`config.mk`:
```
export PLATFORM = sky130hd
export DESIGN_NAME = rtc_port_bridge_flat
export DESIGN_NICKNAME = d
export VERILOG_FILES = /design/src/rtl/rtc_bridge_pkg.sv /design/src/rtl/rtc_port_bridge_if.sv /design/src/rtl/key_event_latch.sv /design/src/rtl/rtc_port_bridge.sv /design/src/flat_wrapper.sv
export SDC_FILE = /design/constraint.sdc
export NUM_CORES = 1
export LEC_CHECK = 0
export BUFFER_PORTS_ARGS = -buffer_cell sky130_fd_sc_hd__clkbuf_2
export CORE_MARGIN = 8
export CORE_UTILIZATION = 50
export CTS_BUF_LIST = sky130_fd_sc_hd__clkbuf_4 sky130_fd_sc_hd__clkbuf_8
export DETAILED_ROUTE_END_ITERATION = 10
export PLACE_DENSITY = 0.79
export SLEW_MARGIN = 30
export SYNTH_ARGS = -nofsm -noshare
export SYNTH_HDL_FRONTEND = slang
export SYNTH_SLANG_ARGS = --single-unit
```
`constraint.sdc`:
```
create_clock -name clk -period 1.9 [get_ports clk]
set_input_delay 0 -clock clk [delete_from_list [all_inputs] [get_ports clk]]
set_output_delay 0 -clock clk [all_outputs]
set_load 0.02 [all_outputs]
```
`src/rtl/rtc_bridge_pkg.sv`:
```
// Shared types and constants for the RTC port bridge: commit FSM states,
// control/status bit positions and default port addresses.
package rtc_bridge_pkg;

    typedef enum logic [1:0] {
        IDLE = 2'd0,
        SCAN = 2'd1,
        DONE = 2'd2
    } commit_state_e;

    localparam int CTRL_COMMIT_BIT  = 0;
    localparam int CTRL_DISCARD_BIT = 1;

    localparam int STAT_BUSY_BIT  = 0;
    localparam int STAT_DIRTY_BIT = 1;
    localparam int STAT_SEEN_BIT  = 2;

    localparam logic [7:0] DEF_BASE_ID = 8'h00;
    localparam logic [7:0] DEF_CTRL_ID = 8'hF0;
    localparam logic [7:0] DEF_STAT_ID = 8'hF1;
    localparam logic [7:0] DEF_KEY_ID  = 8'hF2;

endpackage

```
`src/rtl/rtc_port_bridge_if.sv`:
```
// PicoBlaze port-mapped I/O bus: the CPU is the master, peripherals are slaves.
interface rtc_port_bridge_if #(
    parameter int DATA_W = 8
);
    logic [7:0]        port_id;
    logic [DATA_W-1:0] out_port;
    logic              write_strobe;
    logic              read_strobe;
    logic [DATA_W-1:0] in_port;

    modport master (output port_id, out_port, write_strobe, read_strobe, input in_port);
    modport slave  (input port_id, out_port, write_strobe, read_strobe, output in_port);
endinterface

```
`src/rtl/key_event_latch.sv`:
```
// Keypad event flags, cleared by a read of the key register; a new pulse beats the clear.
// PORT_BRIDGE_IRQ_EN adds a level interrupt held until acknowledged.
module key_event_latch
    import rtc_bridge_pkg::*;
#(
    parameter int NUM_KEYS = 7
) (
    input  logic                clk,
    input  logic                reset,
    input  logic [NUM_KEYS-1:0] key_pulse,
    input  logic                key_read,
`ifdef PORT_BRIDGE_IRQ_EN
    input  logic                interrupt_ack,
    output logic                interrupt,
`endif
    output logic [NUM_KEYS-1:0] pending
);

    logic [NUM_KEYS-1:0] pending_r;

    // Pending flags: set by pulses, cleared by reads of the key port
    always_ff @(posedge clk or negedge reset) begin
        if (!reset) begin
            pending_r <= '0;
        end else if (key_read) begin
            pending_r <= key_pulse;
        end else begin
            pending_r <= pending_r | key_pulse;
        end
    end

    assign pending = pending_r;

`ifdef PORT_BRIDGE_IRQ_EN
    logic irq_r;

    // Interrupt: ack drops it for one cycle, it returns while flags remain
    always_ff @(posedge clk or negedge reset) begin
        if (!reset) begin
            irq_r <= 1'b0;
        end else if (interrupt_ack) begin
            irq_r <= 1'b0;
        end else if (|pending_r) begin
            irq_r <= 1'b1;
        end else begin
            irq_r <= irq_r;
        end
    end

    assign interrupt = irq_r;
`endif

endmodule

```
`src/rtl/rtc_port_bridge.sv`:
```
// RTC port bridge: shadow field registers with dirty tracking, RTC snapshot load,
// sequenced commit pass and CPU read mux. PORT_BRIDGE_IRQ_EN adds a key interrupt.
module rtc_port_bridge
    import rtc_bridge_pkg::*;
#(
    parameter int         NUM_FIELDS = 9,
    parameter int         DATA_W     = 8,
    parameter int         NUM_KEYS   = 7,
    parameter logic [7:0] BASE_ID    = DEF_BASE_ID,
    parameter logic [7:0] CTRL_ID    = DEF_CTRL_ID,
    parameter logic [7:0] STAT_ID    = DEF_STAT_ID,
    parameter logic [7:0] KEY_ID     = DEF_KEY_ID
) (
    input  logic                         clk,
    input  logic                         reset,
    rtc_port_bridge_if.slave             bus,
    input  logic [NUM_KEYS-1:0]          key_pulse,
    input  logic [NUM_FIELDS*DATA_W-1:0] rtc_rd_data,
    input  logic                         rtc_rd_valid,
    output logic [NUM_FIELDS*DATA_W-1:0] field_q,
    output logic [NUM_FIELDS-1:0]        habilita,
    output logic                         commit_busy,
    output logic                         commit_done
`ifdef PORT_BRIDGE_IRQ_EN
    ,
    output logic                         interrupt,
    input  logic                         interrupt_ack
`endif
);

    localparam int IDX_W = $clog2(NUM_FIELDS + 1);

    commit_state_e                state_r;
    logic [IDX_W-1:0]             idx_r;
    logic [NUM_FIELDS-1:0]        dirty_r;
    logic [NUM_FIELDS-1:0]        habilita_r;
    logic [NUM_FIELDS*DATA_W-1:0] shadow_r;
    logic                         seen_r;
    logic                         busy_r;
    logic                         done_r;

    logic [NUM_FIELDS-1:0] field_wr_s;
    logic [NUM_FIELDS-1:0] visit_s;
    logic [NUM_FIELDS-1:0] dirty_base_s;
    logic [NUM_FIELDS-1:0] pulse_s;
    logic [NUM_KEYS-1:0]   pending_s;
    logic [DATA_W-1:0]     rd_data_s;
    logic                  idle_s, ctrl_wr_s, commit_s, discard_s, snap_s, stat_rd_s, key_rd_s;

    assign idle_s    = (state_r == IDLE);
    assign ctrl_wr_s = bus.write_strobe & (bus.port_id == CTRL_ID) & idle_s;
    assign commit_s  = ctrl_wr_s & bus.out_port[CTRL_COMMIT_BIT];
    assign discard_s = ctrl_wr_s & bus.out_port[CTRL_DISCARD_BIT];
    assign snap_s    = rtc_rd_valid & idle_s;
    assign stat_rd_s = bus.read_strobe & (bus.port_id == STAT_ID);
    assign key_rd_s  = bus.read_strobe & (bus.port_id == KEY_ID);

    // Field write decode; field 0 is visited on the commit edge itself, field k at idx k
    always_comb begin
        field_wr_s = '0;
        visit_s    = '0;
        for (int i = 0; i < NUM_FIELDS; i++) begin
            field_wr_s[i] = bus.write_strobe & (bus.port_id == BASE_ID + 8'(i));
            visit_s[i]    = (state_r == SCAN) & (idx_r == IDX_W'(i));
        end
    end

    // Dirty set after an optional discard, and the field pulsed at this edge
    always_comb begin
        dirty_base_s = dirty_r;
        pulse_s      = '0;
        if (discard_s) begin
            dirty_base_s = '0;
        end else begin
            dirty_base_s = dirty_r;
        end
        if (commit_s) begin
            pulse_s[0] = dirty_base_s[0];
        end else begin
            pulse_s = visit_s & dirty_r;
        end
    end

    // Commit sequencer with registered enables; a same-edge write keeps the field dirty
    always_ff @(posedge clk or negedge reset) begin
        if (!reset) begin
            state_r    <= IDLE;
            idx_r      <= '0;
            dirty_r    <= '0;
            habilita_r <= '0;
            busy_r     <= 1'b0;
            done_r     <= 1'b0;
        end else begin
            habilita_r <= pulse_s;
            dirty_r    <= (dirty_base_s & ~pulse_s) | field_wr_s;
            done_r     <= 1'b0;
            case (state_r)
                IDLE: begin
                    if (commit_s) begin
                        state_r <= SCAN;
                        idx_r   <= IDX_W'(1);
                        busy_r  <= 1'b1;
                    end else begin
                        state_r <= IDLE;
                        idx_r   <= '0;
                        busy_r  <= 1'b0;
                    end
                end
                SCAN: begin
                    busy_r <= 1'b1;
                    if (idx_r == IDX_W'(NUM_FIELDS)) begin
                        state_r <= DONE;
                        idx_r   <= '0;
                        done_r  <= 1'b1;
                    end else begin
                        state_r <= SCAN;
                        idx_r   <= idx_r + IDX_W'(1);
                    end
                end
                DONE: begin
                    state_r <= IDLE;
                    idx_r   <= '0;
                    busy_r  <= 1'b0;
                end
                default: begin
                    state_r <= IDLE;
                    idx_r   <= '0;
                    busy_r  <= 1'b0;
                end
            endcase
        end
    end

    // Shadow registers: CPU write beats the snapshot, dirty fields ignore the snapshot
    always_ff @(posedge clk or negedge reset) begin
        if (!reset) begin
            shadow_r <= '0;
        end else begin
            for (int i = 0; i < NUM_FIELDS; i++) begin
                if (field_wr_s[i]) begin
                    shadow_r[i*DATA_W +: DATA_W] <= bus.out_port;
                end else if (snap_s && !dirty_r[i]) begin
                    shadow_r[i*DATA_W +: DATA_W] <= rtc_rd_data[i*DATA_W +: DATA_W];
                end else begin
                    shadow_r[i*DATA_W +: DATA_W] <= shadow_r[i*DATA_W +: DATA_W];
                end
            end
        end
    end

    // Snapshot-seen flag: set by an accepted snapshot, cleared by a status read
    always_ff @(posedge clk or negedge reset) begin
        if (!reset) begin
            seen_r <= 1'b0;
        end else if (snap_s) begin
            seen_r <= 1'b1;
        end else if (stat_rd_s) begin
            seen_r <= 1'b0;
        end else begin
            seen_r <= seen_r;
        end
    end

    key_event_latch #(
        .NUM_KEYS (NUM_KEYS)
    ) u_keys (
        .clk           (clk),
        .reset         (reset),
        .key_pulse     (key_pulse),
        .key_read      (key_rd_s),
`ifdef PORT_BRIDGE_IRQ_EN
        .interrupt_ack (interrupt_ack),
        .interrupt     (interrupt),
`endif
        .pending       (pending_s)
    );

    // CPU read mux; unmapped and write-only ports read as zero
    always_comb begin
        rd_data_s = '0;
        for (int i = 0; i < NUM_FIELDS; i++) begin
            if (bus.port_id == BASE_ID + 8'(i)) begin
                rd_data_s = shadow_r[i*DATA_W +: DATA_W];
            end else begin
                rd_data_s = rd_data_s;
            end
        end
        if (bus.port_id == STAT_ID) begin
            rd_data_s                 = '0;
            rd_data_s[STAT_SEEN_BIT]  = seen_r;
            rd_data_s[STAT_DIRTY_BIT] = |dirty_r;
            rd_data_s[STAT_BUSY_BIT]  = busy_r;
        end else if (bus.port_id == KEY_ID) begin
            rd_data_s = DATA_W'(pending_s);
        end else begin
            rd_data_s = rd_data_s;
        end
    end

    assign bus.in_port  = rd_data_s;
    assign field_q      = shadow_r;
    assign habilita     = habilita_r;
    assign commit_busy  = busy_r;
    assign commit_done  = done_r;

endmodule

```
`src/flat_wrapper.sv`:
```
// flat-port wrapper written by rule: the top's interface ports become plain ports
module rtc_port_bridge_flat import rtc_bridge_pkg::*;
#(
    parameter int         NUM_FIELDS = 9,
    parameter int         DATA_W     = 8,
    parameter int         NUM_KEYS   = 7,
    parameter logic [7:0] BASE_ID    = DEF_BASE_ID,
    parameter logic [7:0] CTRL_ID    = DEF_CTRL_ID,
    parameter logic [7:0] STAT_ID    = DEF_STAT_ID,
    parameter logic [7:0] KEY_ID     = DEF_KEY_ID
)
  (clk, reset, key_pulse, rtc_rd_data, rtc_rd_valid, field_q, habilita, commit_busy, commit_done, bus_port_id, bus_out_port, bus_write_strobe, bus_read_strobe, bus_in_port);
  rtc_port_bridge_if #(.DATA_W(DATA_W)) bus_i ();
  input  logic clk;
  input  logic reset;
  input  logic [NUM_KEYS-1:0] key_pulse;
  input  logic [NUM_FIELDS*DATA_W-1:0] rtc_rd_data;
  input  logic rtc_rd_valid;
  output logic [NUM_FIELDS*DATA_W-1:0] field_q;
  output logic [NUM_FIELDS-1:0] habilita;
  output logic commit_busy;
  output logic commit_done;
  input wire logic [$bits(bus_i.port_id)-1:0] bus_port_id;
  input wire logic [$bits(bus_i.out_port)-1:0] bus_out_port;
  input wire logic [$bits(bus_i.write_strobe)-1:0] bus_write_strobe;
  input wire logic [$bits(bus_i.read_strobe)-1:0] bus_read_strobe;
  output wire logic [$bits(bus_i.in_port)-1:0] bus_in_port;
  assign bus_i.port_id = bus_port_id;
  assign bus_i.out_port = bus_out_port;
  assign bus_i.write_strobe = bus_write_strobe;
  assign bus_i.read_strobe = bus_read_strobe;
  assign bus_in_port = bus_i.in_port;
  rtc_port_bridge #(.NUM_FIELDS(NUM_FIELDS), .DATA_W(DATA_W), .NUM_KEYS(NUM_KEYS), .BASE_ID(BASE_ID), .CTRL_ID(CTRL_ID), .STAT_ID(STAT_ID), .KEY_ID(KEY_ID)) u_core (.clk(clk), .reset(reset), .bus(bus_i), .key_pulse(key_pulse), .rtc_rd_data(rtc_rd_data), .rtc_rd_valid(rtc_rd_valid), .field_q(field_q), .habilita(habilita), .commit_busy(commit_busy), .commit_done(commit_done));
endmodule
```
==> metrics.md <==
| Metric | Value |
|---|---|
| WL final | `21800 um` |
| Violated checks | `setup timing` |
| Slew Viols, Final | `0` |
| Flop pwr share | `48.9%` |
| GR Overflow Total | `0` |
| Count leader, synth | `dfrtp_1` |
| CP max stage delay | `0.40 ns` |
| Die width | `123 um` |
| Hold Worst Slack | `0.0506 ns` |
| Synth top area cells | `dfrtp_1, mux2i_1, a21oi_1, nor2_1, nand2_1` |
| Design Power | `5.37 mW` |
| RSZ-0062 raised after global routing | `true` |
| Synth Instances | `585` |
| Pin count of the biggest net entering global routing | `106` |
| Root Driver | `clkbuf_8` |
| # clock sinks | `105` |
| Yosys top cell area share | `45.8%` |
| Aggregate global-route resource usage | `29.0%` |
| Slew margin rel. | `61.3%` |
| IO Count | `191` |
| EDFF count, synth | `0` |
| Vias per cell | `5.82` |
| Worst setup path class | `reg -> out` |
| Post-synth ARST share | `100%` |
| Slowest CP cell | `dfrtp_1` |
| Net Sw Power | `1.78 mW` |
| Final core utilization | `70.6%` |
| Nets@finish | `969` |
| Worst-path clk slew | `0.10 ns` |
| Clock Skews | `0.0101 ns` |
| Distinct cells, synth | `59` |
| Drt first pass iters | `7` |
| Peak supply drop | `0.420 mV` |
| Tightest Hold Check Type | `in -> reg` |
| Synth warn | `0` |
| WP data required | `1.90 ns` |
| Crit path cell chain | `o21a_1, a211o_1, and3_4, a221oi_2, o22ai_1, buf_4` |
| Synthesized area | `5730 um2` |
| Share of post-route cells with drive strength above 1 | `33.4%` |
| Logic pwr share | `27.7%` |
| Die H | `123 um` |
| Vias | `5903` |
| TritonCTS Buffers | `9` |
| Status | `finished, violations left` |
| GPL Wtd Cong | `0.891` |
| Top FF cell, synth | `dfrtp_1` |
| Crit path max fanout | `2` |
| Routed length per instance | `21.5 um` |
| Post-synth net total | `685` |
| Reg2Reg Setup Slack | `0.26 ns` |
| Worst slew pin tran | `0.581 ns` |
| Fillers | `854` |
| Layout area overhead | `39.4%` |
| Number of failing hold endpoints at the final stage | `0` |
| Pwr/cell area | `672 nW/um2` |
| Min Tclk post-route | `1.92 ns` |
| Placed wire-length estimate | `15100 um` |
| Yosys reg bits | `105` |
| Lkg Pwr | `3.86 nW` |
| DRC violations left | `0` |
| CTS tree | `built` |
| DIE AREA | `15200 um2` |
| Fmax achieved | `522 MHz` |
| Vias in the first global route | `6271` |
| First-pass GRT wire length | `33500 um` |
| Clock Power Share | `23.5%` |
| Depth of the CTS H-tree | `3` |
| Arr. time, crit path | `1.92 ns` |
| Area leader, netlist | `dfrtp_1` |
| Delay-heaviest family, CP | `compound AO/OA/AOI/OAI gates` |
| PortBufs | `190` |
| Slack of the critical path | `-0.0158 ns` |
| Endpoints failing setup | `1` |
| CP Buf/Inv Count | `1` |
| Pint | `3.59 mW` |
| Worst setup EP type | `output port` |
| Worst-Skew Late Latency | `0.37 ns` |
| Initial antenna violation count | `1` |
| Most frequent cells after synthesis | `dfrtp_1, mux2i_1, nor2_1` |
| Max Root-Sink Buffers | `2` |
| Initial Util | `50.7%` |
| Iter 0 DRT Violations | `575` |
| Startpoint types | `flip-flop` |
| FP Rows | `39` |
| Period utilization | `101%` |
| Routed Antenna Nets | `0` |
| Mean Syn Cell Area | `9.80 um2` |
| Max Cap Viol | `0` |
| Sequential share of the synthesized area | `45.8%` |
| Core outline area | `11300 um2` |
| Switching Fraction | `33.2%` |
[cell usage in the layout (no fill, tap or decap), types with 4 or more instances in the layout]
| cell | netlist | routed |
|---|---|---|
| a21o_1 | 8 | 8 |
| a21oi_1 | 59 | 59 |
| a22oi_1 | 4 | 4 |
| a31oi_1 | 5 | 5 |
| and3_1 | 10 | 9 |
| buf_12 | 2 | 4 |
| buf_4 | 8 | 35 |
| clkbuf_2 | 0 | 186 |
| clkbuf_8 | 0 | 10 |
| dfrtp_1 | 105 | 102 |
| dlygate4sd3_1 | 0 | 82 |
| inv_1 | 9 | 9 |
| mux2_2 | 4 | 4 |
| mux2i_1 | 77 | 77 |
| mux4_2 | 4 | 4 |
| nand2_1 | 56 | 56 |
| nand2b_1 | 8 | 8 |
| nand3_1 | 11 | 11 |
| nor2_1 | 75 | 74 |
| nor2b_1 | 7 | 7 |
| nor3_1 | 4 | 4 |
| o21ai_0 | 24 | 22 |
| o21ai_2 | 16 | 16 |
| o221ai_1 | 4 | 4 |
| o22ai_1 | 6 | 6 |
[worst min-delay path, stage by stage]
cell,delay [ns]
clkbuf_2,0.21
nand2_1,0.12
o21ai_2,0.05
[what timing repair did]
action	CTS	global route
hold buffers	82	0
endpoints found under the hold margin	185	0
setup buffers	1	7
resized for setup	9	14
endpoints found under the setup margin	2	6
pin swaps	6	8
[worst paths after layout]
| check | start | to | cells after the start |
|---|---|---|---|
| setup / recovery | u_core.field_q[20] | bus_in_port[4] | 6 |
| hold / removal | bus_out_port[7] | u_core.field_q[55] | 3 |
| setup reg to reg | u_core.commit_done | u_core.field_q[66] | 6 |
| hold reg to reg | u_core.u_keys.pending[2] | u_core.u_keys.pending[2] | 1 |
| max in group asynchronous | reset | u_core.field_q[48] | 3 |
| min in group asynchronous | reset | u_core.habilita[3] | 3 |
[layer usage]
metal	wire [um]	global-route usage, %	part of all wire, %
met2	10300	45.7	47
met4	874	14.9	4.0
met3	1970	6.07	9.0
met5	0	0	0
met1	8640	37.1	40
[state kept, by name, indices dropped and copies added (netlist names)]
| register | count |
|---|---|
| u_core.commit_done | 1 |
| u_core.habilita | 9 |
| u_core.commit_busy | 1 |
| u_core.state_r | 1 |
| u_core.field_q | 72 |
| u_core.u_keys.pending | 7 |
| u_core.seen_r | 1 |
| u_core.dirty_r | 9 |
| u_core.idx_r | 4 |
[through the flow]
stage | area [um2] | TNS [ns] | setup WS (ns) | cells
2_1_floorplan | 5730 | 0 | 0.171 | 585
3_3_place_gp | 6880 | 0 | 0.134 | 911
3_5_place_dp | 6880 | 0 | 0.135 | 911
4_1_cts | 7890 | -0.0178 | -0.0134 | 1007
5_1_grt | 7990 | -0.174 | -0.0680 | 1015
6_report | 7990 | -0.0158 | -0.0158 | 1015
[kinds of logic after synthesis]
kind of cell           after synthesis  share of synthesized area, %
AND/OR/NAND/NOR                    203                          17.3
multiplexers                        85                          15.8
XOR/XNOR                             1                         0.153
AO/OA/AOI/OAI                      148                          16.1
buffers and inverters               43                          4.82
flip-flops                         105                          45.8
[power groups by stage]
stage	clock, mW	combinational, mW	sequential (mW)
after global routing	1.36	1.58	2.65
after floorplan	0	0.522	2.83
after detailed placement	0	1.27	2.66
after global placement	0	1.25	2.66
after CTS	1.27	1.41	2.62
final	1.26	1.49	2.63
[cell type report]
cell class	count	area [um2]	share of cell area, %
antenna	1	2.50	0.0313
clock buffer	12	153	1.91
clock inverter	1	5.00	0.0626
inverter	9	33.8	0.423
multi-input combinational	437	2900	36.2
sequential	105	2630	32.9
tap	143	179	2.24
timing repair buffer	307	2090	26.2
Note: power is estimated with default switching activity, not from simulation.
